[src/rtl/pq_ctrl.sv]
// Front-end controller that turns producer/consumer valid-ready streams into priQueue load/shift/clear strobes.
// Latency: a push at edge N is visible on out_data from cycle N+1; strobes are combinational in the handshake cycle.
// Backpressure: in_ready drops when full, on a pop, on flush, or outside RUN; pop wins over push in a shared cycle.
module pq_ctrl #(
    parameter int WIDTH = 1,
    parameter int DEPTH = 6,
    parameter int CNT_W = 3
) (
    input  logic             ck,
    input  logic             r,
    input  logic             in_valid,
    output logic             in_ready,
    input  logic [WIDTH-1:0] in_data,
    output logic             out_valid,
    input  logic             out_ready,
    output logic [WIDTH-1:0] out_data,
    input  logic             flush,
    input  logic             drain,
    output logic [WIDTH-1:0] q_newVal,
    output logic             q_loadIn,
    output logic             q_shiftOut,
    output logic             q_clear,
    input  logic [WIDTH-1:0] q_top,
    output logic [CNT_W-1:0] count,
    output logic             full,
    output logic             empty
);

    typedef enum logic [1:0] {
        ST_RUN   = 2'd0,
        ST_CLEAR = 2'd1,
        ST_DRAIN = 2'd2
    } state_t;

    localparam logic [CNT_W-1:0] CNT_ONE  = CNT_W'(1);
    localparam logic [CNT_W-1:0] CNT_ZERO = '0;
    localparam logic [CNT_W-1:0] CNT_MAX  = CNT_W'(DEPTH);

    state_t           state_q, state_d;
    logic [CNT_W-1:0] count_q, count_d;
    logic             full_q,  full_d;
    logic             empty_q, empty_d;

    logic             push;
    logic             pop;
    logic [CNT_W-1:0] count_upd;

    // Data path is a straight pass-through: the queue holds the values, this block only steers it.
    assign q_newVal = in_data;
    assign out_data = q_top;
    assign count    = count_q;
    assign full     = full_q;
    assign empty    = empty_q;

    // Handshake decode. Reset gates the ready/strobe outputs so nothing moves while the queue is held in reset.
    // A flush request suppresses both push and pop in its own cycle so the queue sees only the clear.
    always_comb begin
        out_valid  = 1'b0;
        pop        = 1'b0;
        in_ready   = 1'b0;
        push       = 1'b0;
        q_clear    = 1'b0;

        out_valid  = !r && !empty_q && (state_q != ST_CLEAR);
        pop        = out_valid && out_ready && !flush;
        in_ready   = !r && (state_q == ST_RUN) && !full_q && !pop && !flush;
        push       = in_valid && in_ready;
        q_clear    = !r && (state_q == ST_CLEAR);
    end

    assign q_loadIn   = push;
    assign q_shiftOut = pop;

    // Occupancy after this cycle's handshake; push and pop are mutually exclusive by construction.
    always_comb begin
        count_upd = count_q;
        if (push && (count_q != CNT_MAX)) begin
            count_upd = count_q + CNT_ONE;
        end else if (pop && (count_q != CNT_ZERO)) begin
            count_upd = count_q - CNT_ONE;
        end
    end

    // Next-state and next-occupancy: flush zeroes the count on the edge entering CLEAR,
    // and the CLEAR cycle itself drives the queue clear strobe.
    always_comb begin
        state_d = state_q;
        count_d = count_q;

        case (state_q)
            ST_RUN: begin
                if (flush) begin
                    state_d = ST_CLEAR;
                    count_d = CNT_ZERO;
                end else begin
                    count_d = count_upd;
                    // A drain that empties the queue in the same cycle has nothing left to wait for.
                    if (drain && (count_upd != CNT_ZERO)) begin
                        state_d = ST_DRAIN;
                    end
                end
            end
            ST_CLEAR: begin
                state_d = ST_RUN;
                count_d = CNT_ZERO;
            end
            ST_DRAIN: begin
                if (flush) begin
                    state_d = ST_CLEAR;
                    count_d = CNT_ZERO;
                end else begin
                    count_d = count_upd;
                    if (count_upd == CNT_ZERO) begin
                        state_d = ST_RUN;
                    end
                end
            end
            default: begin
                state_d = ST_RUN;
                count_d = CNT_ZERO;
            end
        endcase
    end

    // Status flags are registered from the next count so they line up with count_q.
    always_comb begin
        full_d  = (count_d == CNT_MAX);
        empty_d = (count_d == CNT_ZERO);
    end

    // State register; the same asynchronous reset also clears the downstream queue.
    always_ff @(posedge ck or posedge r) begin
        if (r) begin
            state_q <= ST_RUN;
            count_q <= CNT_ZERO;
            full_q  <= 1'b0;
            empty_q <= 1'b1;
        end else begin
            state_q <= state_d;
            count_q <= count_d;
            full_q  <= full_d;
            empty_q <= empty_d;
        end
    end

    // Invariants: the queue can never load and shift together, and occupancy stays within bounds.
    property p_no_load_and_shift;
        @(posedge ck) disable iff (r) !(q_loadIn && q_shiftOut);
    endproperty
    a_no_load_and_shift: assert property (p_no_load_and_shift);

    property p_count_bounded;
        @(posedge ck) disable iff (r) (count_q <= CNT_MAX);
    endproperty
    a_count_bounded: assert property (p_count_bounded);

endmodule
[config.mk]
export PLATFORM = sky130hd
export DESIGN_NAME = pq_ctrl
export DESIGN_NICKNAME = d
export VERILOG_FILES = /design/src/rtl/pq_ctrl.sv
export SDC_FILE = /design/constraint.sdc
export NUM_CORES = 1
export LEC_CHECK = 0
export CORE_MARGIN = 4
export CORE_UTILIZATION = 31
export DETAILED_ROUTE_END_ITERATION = 8
export GPL_TIMING_DRIVEN = 1
export PLACE_DENSITY = 0.62
export SYNTH_ARGS = -nofsm -noshare
export SYNTH_HDL_FRONTEND = slang
export SYNTH_SLANG_ARGS = --single-unit
[constraint.sdc]
create_clock -name ck -period 2.8 [get_ports ck]
set_input_delay 0.56 -clock ck [delete_from_list [all_inputs] [get_ports ck]]
set_output_delay 0.56 -clock ck [all_outputs]
set_load 0.05 [all_outputs]
==> results.yml <==
status:
  run_status: "finished clean"
synthesis:
  synth.yosys.seq_area_share_pct: 33.2
  post_synth_instance_area_um2: 532
  synth.ff_latch_count: 7
  synth_nets: 67
  synth_cell_types: 28
  number_of_flops_mapped_to_enable_cells_by_yosys: 0
  yosysWarningCount: 0
  syn_inst_count: 55
  synth-main-ff-cell: "sky130_fd_sc_hd__dfrtp_1"
  synth-async-reset-ratio_pct: 100
  synth_area_per_cell_um2: 9.67
worst_setup_path:
  critical_path.max_fanout: 3
  worst-r2r-setup-slack_ns: 0.71
  critPathMaxStageDelay_ns: 0.59
  timing.setup.critical_path_class: "in2out"
  critical-path-slowest-cell: "sky130_fd_sc_hd__or4_4"
  start_kind: "input port"
  critical_path_capture_point_type: "primary output"
  worstPathArrival_ns: 2.07
  crit_chain: "clkdlybuf4s50_1, or4_4, nor3_4, and2_2, buf_12"
  cp_data_required_time_ns: 2.24
placement:
  port_buffers: 15
  gpl.final_weighted_congestion: 0.735
  place.detailed.hpwl_um: 1010
  detailed_place.area_um2: 762
power_and_ir_drop:
  seq_power_share_pct: 40.6
  power.net_switching_uw: 79.4
  power_per_cell_area_mw_per_mm2: 341
  pwr-share-comb_pct: 24.1
  irDropWorstVdd_uv: 219
  cellLeakagePower_uw: 0.000348
  netSwitchingFraction_pct: 29.6
  proportion_of_power_drawn_by_the_clock_network_pct: 35.3
  power.internal_uw: 189
sta:
  worst_relative_slew_slack_pct: 66.9
  clock_skew_ns: 0.0118
  drv_slew: 0
  setup_tns_ns: 0
  final_min_period_over_clock_period_pct: 94.1
  post-route-min-period_ns: 2.63
  max_slew.worst_pin.slew_ns: 0.495
  setup_viols_final: 0
  rsz0062_at_grt: "false"
  timing.fmax_ghz: 0.380
  timing.final.hold_violations: 0
layout:
  finalNetCount: 90
  areaGrowthSynthToFinish_pct: 48.2
  n_antenna_cell: 0
  num-fill-cells: 142
  postLayoutCellArea_um2: 788
  seqCellArea_um2: 176
  fraction_of_final_layout_cells_with_drive_strength_greater_than_1_pct: 27.3
  multi_input_area_um2: 334
floorplanning:
  start_util_pct: 34.1
  die-area_mm2: 0.00244
  core-area_mm2: 0.00156
  floorplan.io_pins: 20
  floorplan_row_count: 14
  floorplan.die.width_um: 49.4
  height_of_the_die_um: 49.4
cts:
  clock-root-buffer: "sky130_fd_sc_hd__clkbuf_4"
  clock_tree.htree_level_count: 1
  ctsHoldBuffers: 0
  total_setup_buffers_inserted_after_cts: 0
  cts.path.max_buffers: 2
  cts.sink_count: 7
  cts_inserted_buffers: 3
  post_cts_resized: 0
  path_clk_slew_ns: 0.05
  cts_tree: "built"
  worst_skew_pair.late_latency_ns: 0.26
route:
  drt_iter0_drc: 8
  post_drt_via_cell_ratio: 5.17
  drt_wl_total_um: 1240
  ant_nets: 0
  drt_pass1_iterations: 4
  route.detailed.wl_per_inst_um: 13.4
  num_vias: 481
  drc: 0
global_route:
  grt_start_max_net_pins: 9
  via_count_of_the_first_global_routing_pass: 482
  gr-usage-all-layers_pct: 12.0
  grt_antenna_before_repair: 0
  grt_overflow_total: 0
  grt_first_pass_wirelength_um: 2090
flow_run:
  max_cap_viol_count: 0
worst_hold_path:
  worstHoldPathType: "reg2reg"
[per-stage QoR]
stage,cells,setup slack [ns],total power [uW],hold slack (ns),util [%]
after global routing,93,0.109,282,0.562,50.6
after global placement,89,0.133,175,0.530,48.9
final,93,0.166,269,0.550,50.6
after detailed placement,89,0.109,176,0.540,48.9
after CTS,93,0.148,273,0.551,50.6
after floorplan,55,0.00714,154,0.363,-
[cell type report]
type | count | area share (%)
sequential | 7 | 22.4
multi-input combinational | 41 | 42.4
clock buffer | 4 | 3.33
timing repair buffer | 20 | 27.0
inverter | 5 | 2.38
tap | 16 | 2.54
[per-layer routing]
metal	wire length, um	track usage, %	part of all wire, %
met1	547	13.3	44
met2	582	18.5	47
met3	56	2.75	4.5
met4	55	11.5	4.4
met5	0	0	0
[worst max-delay path: cells and delay by family]
| family | cells | cell delay (ns) |
|---|---|---|
| simple gates | 3 | 0.96 |
| buf+inv | 2 | 0.55 |
[synthesized netlist by cell type (all sizes together) (2+ instances only)]
cell type / n / share of area [%]
a2111oi: 2 / 4.5
buf: 2 / 2.8
dfrtp: 6 / 28
ha: 4 / 9.4
inv: 5 / 3.5
mux2i: 3 / 5.6
nand2b: 2 / 2.4
nor2: 7 / 4.9
nor2b: 2 / 2.4
nor3: 3 / 2.8
nor3b: 2 / 2.8
xnor2: 2 / 3.3
[final timing paths]
check | startpoint | endpoint | cells after the start
hold / removal | state_q[1] | state_q[1] | 1
max in group asynchronous | r | empty | 3
min in group asynchronous | r | count[2] | 3
setup reg to reg | count[0] | state_q[1] | 7
hold reg to reg | state_q[1] | state_q[1] | 1
setup / recovery | flush | q_loadIn | 5
[sequential cells by signal, summed over array words and instances, names as in the netlist]
signal   flops
state_q      2
full         1
empty        1
count        3
[cell usage in the layout, fill, tap and decap left out, drive strengths merged, types with 2 or more instances in the layout]
cell type,count
buf,10
mux2i,3
clkbuf,4
nor3b,2
nor2b,2
clkdlybuf4s50,10
nor3,3
nand2b,2
inv,5
a2111oi,2
nor2,7
ha,4
xnor2,2
dfrtp,6
[power groups by stage]
stage | sequential (uW) | combinational, uW | clock, uW
after floorplan | 115 | 39.5 | 0
after global placement | 111 | 65.0 | 0
after detailed placement | 111 | 65.3 | 0
after CTS | 109 | 65.6 | 98.6
after global routing | 110 | 70.2 | 102
final | 109 | 64.8 | 94.7
[kinds of logic (layout without fill, tap and decap cells)]
| kind of cell | count (synthesis) | count (layout) | synth area share [%] |
|---|---|---|---|
| and+or+nand+nor | 22 | 22 | 25.6 |
| AOI/OAI and AO/OA | 10 | 10 | 16.5 |
| DFF | 7 | 7 | 33.2 |
| buffers and inverters | 7 | 29 | 6.35 |
| adders and majority gates | 4 | 4 | 9.41 |
| muxes | 3 | 3 | 5.65 |
| xor gates and xnor gates | 2 | 2 | 3.29 |
Power figures use the tool's default switching activity.
